**src/rtl/qupls_fu_issue_sink.sv**
```systemverilog
// Issue sink for a functional unit: accepts one ROB index at a time, waits out its latency,
// then holds a writeback until the ROB acks. Define QUPLS_FU_ABORT_EN to abort on stomp.
module qupls_fu_issue_sink #(
   parameter int LAT_W       = 4,
   parameter int ROB_ENTRIES = 16,
   parameter int NDX_W       = $clog2(ROB_ENTRIES)
) (
   input  logic                   clk,
   input  logic                   rst,
   input  logic [NDX_W-1:0]       rndx,
   input  logic                   rndxv,
   input  logic [LAT_W-1:0]       lat,
   input  logic [ROB_ENTRIES-1:0] stomp_i,
   input  logic                   wb_ack,
   output logic                   idle,
   output logic                   wb_v,
   output logic [NDX_W-1:0]       wb_rndx,
   output logic                   wb_stomped,
   output logic                   issue_err,
   output logic [15:0]            ops_done
);

`ifdef QUPLS_FU_ABORT_EN
   localparam logic ABORT_EN = 1'b1;
`else
   localparam logic ABORT_EN = 1'b0;
`endif

   localparam logic [LAT_W-1:0] ONE = LAT_W'(1);

   typedef enum logic [1:0] {IDLE, BUSY, WB} state_t;

   state_t           state;
   logic [LAT_W-1:0] cnt;
   logic             stomp_seen;
   logic             stomp_new;
   logic             stomp_cur;
   logic [LAT_W-1:0] lat_eff;

   // wb_rndx doubles as the latched index of the in-flight op
   assign stomp_new = stomp_i[rndx];
   assign stomp_cur = stomp_i[wb_rndx];
   assign lat_eff   = (lat == '0) ? ONE : lat;

   always_ff @(posedge clk or negedge rst) begin
      if (!rst) begin
         state      <= IDLE;
         idle       <= 1'b1;
         wb_v       <= 1'b0;
         wb_rndx    <= '0;
         wb_stomped <= 1'b0;
         issue_err  <= 1'b0;
         ops_done   <= '0;
         cnt        <= '0;
         stomp_seen <= 1'b0;
      end else begin
         issue_err <= rndxv && (state != IDLE);
         case (state)
            IDLE: begin
               if (rndxv && !stomp_new) begin
                  state      <= BUSY;
                  idle       <= 1'b0;
                  wb_rndx    <= rndx;
                  cnt        <= lat_eff;
                  stomp_seen <= 1'b0;
               end
            end
            BUSY: begin
               if (ABORT_EN && stomp_cur) begin
                  state <= IDLE;
                  idle  <= 1'b1;
                  cnt   <= '0;
               end else begin
                  cnt        <= cnt - ONE;
                  stomp_seen <= stomp_seen | stomp_cur;
                  if (cnt == ONE) begin
                     state      <= WB;
                     wb_v       <= 1'b1;
                     wb_stomped <= stomp_seen | stomp_cur;
                  end
               end
            end
            WB: begin
               // an abort takes priority over a same-cycle ack, so nothing is counted
               if (ABORT_EN && stomp_cur) begin
                  state      <= IDLE;
                  idle       <= 1'b1;
                  wb_v       <= 1'b0;
                  wb_stomped <= 1'b0;
               end else if (wb_ack) begin
                  state      <= IDLE;
                  idle       <= 1'b1;
                  wb_v       <= 1'b0;
                  wb_stomped <= 1'b0;
                  ops_done   <= ops_done + 16'd1;
               end else begin
                  wb_stomped <= wb_stomped | stomp_cur;
               end
            end
            default: begin
               state      <= IDLE;
               idle       <= 1'b1;
               wb_v       <= 1'b0;
               wb_stomped <= 1'b0;
            end
         endcase
      end
   end

endmodule

```
**config.mk**
```make
export PLATFORM = sky130hd
export DESIGN_NAME = qupls_fu_issue_sink
export DESIGN_NICKNAME = d
export VERILOG_FILES = /design/src/rtl/qupls_fu_issue_sink.sv
export SDC_FILE = /design/constraint.sdc
export NUM_CORES = 1
export LEC_CHECK = 0
export CAP_MARGIN = 20
export CORE_MARGIN = 2
export CORE_UTILIZATION = 40
export CTS_CLUSTER_DIAMETER = 150
export DETAILED_ROUTE_END_ITERATION = 7
export HOLD_SLACK_MARGIN = 0.05
export PLACE_DENSITY = 0.67
export SLEW_MARGIN = 15
export SYNTH_ARGS = -nofsm -noshare
export SYNTH_HDL_FRONTEND = slang
export SYNTH_SLANG_ARGS = --single-unit
```
**constraint.sdc**
```tcl
create_clock -name clk -period 4.5 [get_ports clk]
set_clock_uncertainty 0.15 [all_clocks]
set_input_delay 0.675 -clock clk [delete_from_list [all_inputs] [get_ports clk]]
set_output_delay 0.675 -clock clk [all_outputs]
set_load 0.01 [all_outputs]
```
==> results of run 1 <==
==> power by group through the flow <==
stage / Combinational [mW] / Clock (mW) / Sequential (mW)
after floorplan: 0.331 / 0 / 0.471
after global placement: 0.542 / 0 / 0.462
after detailed placement: 0.563 / 0 / 0.469
after CTS: 0.565 / 0.291 / 0.465
after global routing: 0.616 / 0.301 / 0.479
final: 0.561 / 0.281 / 0.465
==> logic make-up after synthesis <==
logic type / Yosys count / share of synthesized area (%)
adders and majority gates: 6 / 4.16
AOI/OAI and AO/OA: 21 / 8.12
buffers and inverters: 9 / 2.36
xor gates and xnor gates: 15 / 7.29
and+or+nand+nor: 62 / 18.0
DFF: 31 / 43.1
muxes: 16 / 17.0
==> sequential cells by signal (all words and copies together) (netlist names) <==
signal / cells
ops_done: 16
cnt: 4
wb_rndx: 4
state: 2
idle: 1
issue_err: 1
stomp_seen: 1
wb_stomped: 1
wb_v: 1
==> cells in the final DEF (no fill, tap or decap), types with 2 or more instances in the layout <==
cell type and count:
a22oi_1 2, xor2_1 5, nand4_1 2, nand3_1 7, nor3b_1 2, inv_1 6, o21ai_0 5, or3_1 2
and4_1 3, nor3_1 7, mux4_2 6, and3_1 3, clkbuf_8 6, a21oi_1 4, o211ai_1 2, nor2_1 11
nand2_1 17, dfrtp_1 30, mux2_2 5, nor2b_1 3, xnor2_1 10, clkdlybuf4s50_1 51, a31oi_1 2, mux4_1 4
ha_1 6
==> layout make-up <==
type,instances,area (µm²),share of cell area [%]
Clock inverter,2,35.0,1.41
Clock buffer,6,82.6,3.32
Timing Repair Buffer,52,518,20.9
Sequential cell,31,777,31.3
Tap cell,52,65.1,2.62
Inverter,6,22.5,0.907
Multi-Input combinational cell,120,983,39.6
==> routing by layer <==
metal | up-vias | global-route usage [%] | part of all wire, %
met3 | 7 | 4.99 | 7.1
met2 | 66 | 30.6 | 51
met4 | 0 | 6.08 | 1.1
met5 | - | 0 | 0
met1 | 712 | 21.4 | 41
li1 | 698 | - | -
==> final timing paths <==
kind,endpoint,slack (ns),from
max,wb_rndx[0],1.43,rndx[1]
min,ops_done[15],0.32,ops_done[15]
max reg2reg,wb_rndx[0],2.28,state[1]
min reg2reg,ops_done[15],0.32,ops_done[15]
max in group asynchronous,idle,2.94,rst
min in group asynchronous,cnt[0],0.56,rst
==> metrics by stage <==
step                area (µm²)  setup WS (ns)  power, mW  cells
floorplan                 1800           1.91      0.802    160
global placement          2370           1.21       1.00    261
detailed placement        2370           1.14       1.03    261
CTS                       2480           1.44       1.32    269
global route              2480           1.35       1.40    269
finish                    2480           1.43       1.31    269
==> summary.md, run 1 <==
| Metric | Value |
|---|---|
| 1st-iter DRT viols | 42 |
| Crit share post-route | between 60% and 70% |
| Combinational share of power | 43.0% |
| Worst-case reg-to-reg path depth | 5 |
| Setup crit start kind | primary input |
| Top cell family by delay on the critical path | multiplexers |
| Top_reg_cell synth | dfrtp_1 |
| Ys async rst share | 100% |
| Max Cap Viol | 0 |
| CP Data Required Time | around 4.5 ns |
| Post_cts resized | 0 |
| Num rows | 24 |
| Sw power | roughly 0.45 mW |
| Final Hold Violating Endpoints | 0 |
| Synth Warn # | 0 |
| CTS buffer count | 5 |
| CTS tree | built |
| WHS | roughly 0.32 ns |
| CP cell instances | clkdlybuf4s50_1 > mux4_1 > mux4_2 > nor3_2 > mux2_2 |
| Cell taking the most area after synthesis | dfrtp_1 |
| Seq/Total Area, Yosys | ~43% |
| Final setup fails | 0 |
| Final Net Count | 250 |
| Count leader, synth | dfrtp_1 |
| Status | complete, no violations |
| Fin Setup TNS | 0 ns |
| Ports | 52 |
| Post-Syn Area | about 1800 µm² |
| First-pass detailed-route iteration total | 4 |
| VDD IR max | approximately 0.00021 V |
| Top-area cell type share of the netlist area | between 40% and 50% |
| CP Capture Type | flop |
| Antenna viol nets, final | 0 |
| Unrepaired setup endpoints after global routing | no |
| Final core utilization | a little under three fifths |
| GPL Wtd Cong | between 0.8 and 0.9 |
| Syn_nets | 194 |
| #FFs+latches synth | 31 |
| Critical path class | in -> reg |
| DPL Wire Length | 3270 µm |
| Detailed-route wire length | slightly above 4000 µm |
| Power density cells | around 530 nW/µm² |
| Most instantiated cells after synthesis | 30 x dfrtp_1, 17 x nand2_1, 11 x nor2_1 |
| Vias in the first global route | between 1500 and 2000 |
| Global-route wire length before repair | ~7000 µm |
| Core area | 4350 µm² |
| All-Layer GR Usage | between 10% and 20% |
| Clock network power share | 21.5% |
| Routed vias/inst | about 5.5 |
| FMAX | ~330 MHz |
| Sinks on Clock Net | 31 |
| CTS Hold Bufs | 0 |
| Setup bufs post-CTS | 0 |
| Sequential power share | a little over a third |
| Fillers | roughly 360 |
| Cell count after synthesis | 160 |
| Min cycle time layout | between 3 and 4 ns |
| Initial Util | between 40% and 50% |
| Critical-path top delay cell | clkdlybuf4s50_1 |
| Distinct cells, synth | 39 |
| Antenna diodes | 0 |
| Share of post-route cells with drive strength above 1 | 12.0% |
| Die height | 71.1 µm |
| CP peak stage delay | a little over 0.6 ns |
| CP max FO | 5 |
| Switching Share | 34.8% |
| Die Span X | 71.1 µm |
| Rel. slew slack | approximately two thirds |
| Max Transition Viols Final | 0 |
| Critical path data arrival time | roughly 3.1 ns |
| Post-synth EDFFs | 0 |
| Worst-Skew Late Latency | between 0.2 and 0.3 ns |
| Grt ovf | 0 |
| Worst Tran Pin Value | 0.498 ns |
| Critical path depth | 5 |
| Die area | roughly 5000 µm² |
| Largest net degree at the start of global routing | 24 |
| Hold crit path type | reg -> reg |
| Pleak | roughly 1.0 nW |
| Post-route DRC violation count | 0 |
| Initial antenna violation count | 0 |
| CTS H-tree depth | 2 |
| Area Overhead vs Synth | 37.8% |
| Mean post-synth cell area | about 11 µm² |
| Internal power | approximately 0.85 mW |
| Port bufs | 51 |
| WL/cell | ~15 µm |
| Clock root buffer | clkbuf_8 |
| Reg clk slew, reported paths | ~0.060 ns |
| Via count | ~1500 |
| Clk buf depth | 2 |
| Worst hold path depth | 1 |
| Top cells by area, synth | dfrtp_1 42%, mux4_2 7.5%, mux4_1 5.8% |
| Count of buffer and inverter cells on the critical path | 1 |
(Power assumes the default switching activity.)
==> run 2: changes to the inputs <==
==> constraint.sdc (replaced) <==
create_clock -name clk -period 3.01 [get_ports clk]
set_clock_uncertainty 0.15 [all_clocks]
set_input_delay 0.4515 -clock clk [delete_from_list [all_inputs] [get_ports clk]]
set_output_delay 0.4515 -clock clk [all_outputs]
set_load 0.01 [all_outputs]
==> summary.md, run 2 (same netlist as run 1, synthesis figures left out) <==
| Metric | Value |
|---|---|
| Status | complete, no violations |
| CP Capture Type | flop |
| Unrepaired setup endpoints after global routing | no |
| 1st-iter DRT viols | 60 (+43%) |
| CP Data Required Time | 3.00 ns (-1.51 ns) |
| Critical path class | in -> reg |
| Final Hold Violating Endpoints | 0 (unchanged) |
| Inst Count DP | 264 (+1.1%) |
| Commonest non-fill, non-tap cell in the layout | clkdlybuf4s50_1 |
| Antenna viol nets, final | 0 (unchanged) |
| Pleak | 1.04 nW (about the same) |
| Largest net degree at the start of global routing | 32 (+33%) |
| All-Layer GR Usage | 17.3% (-0.47 points) |
| Core area | 4350 µm² (unchanged) |
| Via count | 1466 (-1.1%) |
| Die area | 5060 µm² (unchanged) |
| Final core utilization | 56.9% (-0.17 points) |
| Power density cells | 754 nW/µm² (+43%) |
| Ports | 52 (unchanged) |
| Final Net Count | 253 (+1.2%) |
| Worst-Skew Late Latency | 0.27 ns (about the same) |
| Max FFs per register | 16 (unchanged) |
| Crit share post-route | around 94% |
| CP max FO | 5 (unchanged) |
| Setup crit start kind | primary input |
| Register-to-register setup slack | 0.85 ns (-1.43 ns) |
| CTS tree | built |
| Global-route wire length before repair | 6910 µm (-1.7%) |
| Total Power | 1.87 mW (+43%) |
| WL/cell | 15.0 µm (-1.6%) |
| First-pass detailed-route iteration total | 4 (unchanged) |
| VDD IR max | 0.000320 V (+54%) |
| Die Span X | 71.1 µm (unchanged) |
| Max Transition Viols Final | 0 (unchanged) |
| Worst Tran Pin Value | 0.485 ns (-0.0137 ns) |
| Post-route DRC violation count | 0 (unchanged) |
| Antenna diodes | 0 (unchanged) |
| Most flops, register | ops_done |
| Rel. slew slack | 67.7% (+0.91 points) |
| Finished Layout Cells | 271 (+0.74%) |
| Final setup fails | 0 (unchanged) |
| Post_cts resized | 0 (unchanged) |
| Detailed-route wire length | 4070 µm (-0.83%) |
| Leading cell types in the layout, fill and taps excluded | 51 x clkdlybuf4s50_1, 30 x dfrtp_1, 17 x nand2_1 |
| Sinks on Clock Net | 31 (unchanged) |
| FMAX | 355 MHz |
| Reg clk slew, reported paths | 0.06 ns (about the same) |
| GPL Wtd Cong | 0.858 (+1.1%) |
| Initial Util | 41.4% (unchanged) |
| CTS H-tree depth | 2 (unchanged) |
| Fin Setup TNS | 0 ns (unchanged) |
| Num rows | 24 (unchanged) |
| Clk buf depth | 2 (unchanged) |
| Hold crit path type | reg -> reg |
| Initial antenna violation count | 0 (unchanged) |
| Post-DP Area | 2390 µm² (+0.95%) |
| Max Cap Viol | 0 (unchanged) |
| Die height | 71.1 µm (unchanged) |
| Pre-CTS setup slack | -0.0945 ns (-1.24 ns) |
| DPL Wire Length | 3240 µm (-0.94%) |
| Clock root buffer | clkbuf_8 |
| Routed vias/inst | 5.41 (-1.9%) |
| Min cycle time layout | around 2.8 ns |
| Fin area | 2480 µm² (-0.30%) |
| CTS buffer count | 5 (unchanged) |
| Top flop regs | ops_done: 16 flops, cnt: 4 flops, wb_rndx: 4 flops |
| CTS Hold Bufs | 0 (unchanged) |
| WHS | 0.329 ns (+0.00771 ns) |
| Vias in the first global route | 1517 (-0.91%) |
| Area Overhead vs Synth | 37.3% |
| Worst Slack Setup Final | 0.191 ns (-1.24 ns) |
| Setup bufs post-CTS | 0 (unchanged) |
| Critical path data arrival time | 2.80 ns (-0.28 ns) |
| Grt ovf | 0 (unchanged) |
| Share of post-route cells with drive strength above 1 | 12.8% (+0.80 points) |
| Port bufs | 51 (unchanged) |
[run 2: final timing paths]
kind | startpoint | end | cells past startpoint
max in group asynchronous | rst | idle | 2
worst min register to register | ops_done[15] | ops_done[15] | 1
worst max-delay path | rndx[1] | cnt[1] | 6
worst min-delay path | ops_done[15] | ops_done[15] | 1
min in group asynchronous | rst | ops_done[0] | 2
worst max register to register | state[0] | wb_rndx[0] | 6
[run 2: cell type report]
| class | instances | area [µm²] |
|---|---|---|
| Multi-Input combinational cell | 120 | 983 |
| Timing Repair Buffer | 55 | 541 |
| Sequential cell | 31 | 777 |
| Clock inverter | 1 | 5.00 |
| Tap cell | 52 | 65.1 |
| Fill cell | 347 | 1880 |
| Clock buffer | 6 | 82.6 |
| Inverter | 6 | 22.5 |
[run 2: layer usage]
metal  track usage, %  share of wire (%)  up-vias
met4             3.77               0.52        0
met2             31.8                 51       58
met5                0                  0        -
met3             4.56                5.4        4
met1             20.2                 43      700
li1                 -                  -      704
[run 2: report_power, final]
| group | switching, mW | internal, mW |
|---|---|---|
| clock | 0.145 | 0.179 |
| sequential | 0.145 | 0.547 |
| combinational | 0.379 | 0.472 |
| total | 0.669 | 1.20 |
[run 2: worst max-delay path: stages]
cell	delay, ns
clkdlybuf4s50_1	0.62
mux4_1	0.59
mux4_2	0.55
or3_1	0.37
o22ai_2	0.14
a211oi_2	0.08
==> run 3: changes to the inputs <==
--- a/config.mk
+++ b/config.mk
@@ -6,12 +6,14 @@
 export NUM_CORES = 1
 export LEC_CHECK = 0
 export CAP_MARGIN = 20
+export CELL_PAD_IN_SITES_DETAIL_PLACEMENT = 1
+export CELL_PAD_IN_SITES_GLOBAL_PLACEMENT = 1
 export CORE_MARGIN = 2
-export CORE_UTILIZATION = 40
+export CORE_UTILIZATION = 36
 export CTS_CLUSTER_DIAMETER = 150
 export DETAILED_ROUTE_END_ITERATION = 7
 export HOLD_SLACK_MARGIN = 0.05
-export PLACE_DENSITY = 0.67
+export PLACE_DENSITY = 0.77
 export SLEW_MARGIN = 15
 export SYNTH_ARGS = -nofsm -noshare
 export SYNTH_HDL_FRONTEND = slang
==> summary.md, run 3 (same netlist as run 1, synthesis figures left out) <==
| Metric | Value |
|---|---|
| Worst Tran Pin Value | 0.507 ns (+0.0220 ns) |
| Commonest non-fill, non-tap cell in the layout | clkdlybuf4s50_1 |
| Finished Layout Cells | 287 (+5.9%) |
| Ports | 52 (unchanged) |
| DPL Wire Length | 3690 µm (+14%) |
| Setup bufs post-CTS | 0 (unchanged) |
| Routed met3 length | 179 µm (-19%) |
| Inst Count DP | 279 (+5.7%) |
| Critical path data arrival time | 2.85 ns (+0.05 ns) |
| Die area | 5590 µm² (+10%) |
| WHS | 0.346 ns (+0.0171 ns) |
| Setup crit start kind | primary input |
| Max FFs per register | 16 (unchanged) |
| Max Cap Viol | 0 (unchanged) |
| CTS Hold Bufs | 0 (unchanged) |
| Final Hold Violating Endpoints | 0 (unchanged) |
| Post_cts resized | 0 (unchanged) |
| CP max FO | 5 (unchanged) |
| Most flops, register | ops_done |
| Hold crit path type | reg -> reg |
| First-pass detailed-route iteration total | 4 (unchanged) |
| Port bufs | 51 (unchanged) |
| VDD IR max | 0.000307 V (-4.3%) |
| Area Overhead vs Synth | 39.3% |
| CTS H-tree depth | 2 (unchanged) |
| CTS buffer count | 5 (unchanged) |
| Clock root buffer | clkbuf_8 |
| Largest net degree at the start of global routing | 32 (unchanged) |
| Max Used Layer | met4 |
| Status | complete, no violations |
| Initial Util | 37.7% (-3.7 points) |
| Total Power | 1.93 mW (+3.2%) |
| WL/cell | 16.3 µm (+8.7%) |
| GPL Wtd Cong | 0.795 (-7.3%) |
| Critical path class | in -> reg |
| CP Data Required Time | 3.03 ns (+0.03 ns) |
| Fin Setup TNS | 0 ns (unchanged) |
| CP Capture Type | flop |
| Top flop regs | ops_done: 16 flops, cnt: 4 flops, wb_rndx: 4 flops |
| Power density cells | 767 nW/µm² (+1.8%) |
| Sinks on Clock Net | 31 (unchanged) |
| Final Net Count | 253 (unchanged) |
| Crit share post-route | 94.3% (+0.66 points) |
| Detailed-route wire length | 4690 µm (+15%) |
| Num rows | 25 (+4.2%) |
| Post-route DRC violation count | 0 (unchanged) |
| CTS tree | built |
| Via count | 1514 (+3.3%) |
| Antenna diodes | 0 (unchanged) |
| Wire length on met1 | 1910 µm (+7.9%) |
| Clk buf depth | 2 (unchanged) |
| Final core utilization | 52.5% (-4.4 points) |
| Final setup fails | 0 (unchanged) |
| All-Layer GR Usage | 18.5% (+1.2 points) |
| Rel. slew slack | 66.0% (-1.7 points) |
| Fillers | 521 (+50%) |
| Vias in the first global route | 1645 (+8.4%) |
| Global-route wire length before repair | 7730 µm (+12%) |
| Worst-Skew Late Latency | 0.28 ns (about the same) |
| WL met2 | 2510 µm (+22%) |
| Worst hold path depth | 1 (unchanged) |
| Worst-case reg-to-reg path depth | 6 (unchanged) |
| Leading cell types in the layout, fill and taps excluded | 51 x clkdlybuf4s50_1, 30 x dfrtp_1, 17 x nand2_1 |
| Max Transition Viols Final | 0 (unchanged) |
| Die height | 74.8 µm (+5.1%) |
| Grt ovf | 0 (unchanged) |
| Die Span X | 74.8 µm (+5.1%) |
| Core area | 4790 µm² (+9.9%) |
| Initial antenna violation count | 0 (unchanged) |
| Share of post-route cells with drive strength above 1 | 13.2% (+0.40 points) |
| Unrepaired setup endpoints after global routing | no |
| Routed vias/inst | 5.28 (-2.5%) |
| Min cycle time layout | 2.84 ns (+0.0199 ns) |
| Pleak | 1.04 nW (+0.33%) |
| Antenna viol nets, final | 0 (unchanged) |
| FMAX | 352 MHz (-0.70%) |
| 1st-iter DRT viols | 39 (-35%) |
| Reg clk slew, reported paths | 0.07 ns (about the same) |
run 3: report_power, final:
part,switching [mW],leakage [nW],total (mW),internal [mW]
Combinational,0.398,0.593,0.872,0.473
Clock,0.158,0.0505,0.365,0.208
Sequential,0.143,0.399,0.689,0.546
Total,0.699,1.04,1.93,1.23
run 3: critical path, cell delays in order:
cell,delay (ns)
clkdlybuf4s50_1,0.61
mux4_1,0.59
mux4_2,0.55
nor3_2,0.15
buf_4,0.16
mux2_2,0.33
run 3: final cells by class:
class                   count  area, µm²  share of cell area [%]
flip-flops and latches     31        777                    30.9
clock inverters             1       7.51                   0.299
clock buffers               7       96.3                    3.84
inverters                   6       22.5                   0.897
well taps                  67       83.8                    3.34
repair buffers             55        541                    21.5
multi-input cells         120        983                    39.2
run 3: per-stage QoR:
stage	area [µm²]	setup WS [ns]
2_1_floorplan	1800	0.643
3_3_place_gp	2410	-0.00943
3_5_place_dp	2410	-0.0920
4_1_cts	2510	0.170
5_1_grt	2510	0.0910
6_report	2510	0.171
run 3: per-layer routing:
layer	up-vias	GRT usage, %
met1	756	21.7
met2	41	33.6
met4	0	5.36
met5	-	0
li1	708	-
met3	9	4.55
run 3: path summary, 6_finish.rpt:
path / from / end / slack [ns]
worst max-delay path: rndx[1] / wb_rndx[2] / 0.17
worst min-delay path: ops_done[10] / ops_done[10] / 0.35
worst max register to register: state[0] / wb_rndx[2] / 0.79
worst min register to register: ops_done[10] / ops_done[10] / 0.35
max in group asynchronous: rst / idle / 1.96
min in group asynchronous: rst / issue_err / 0.42
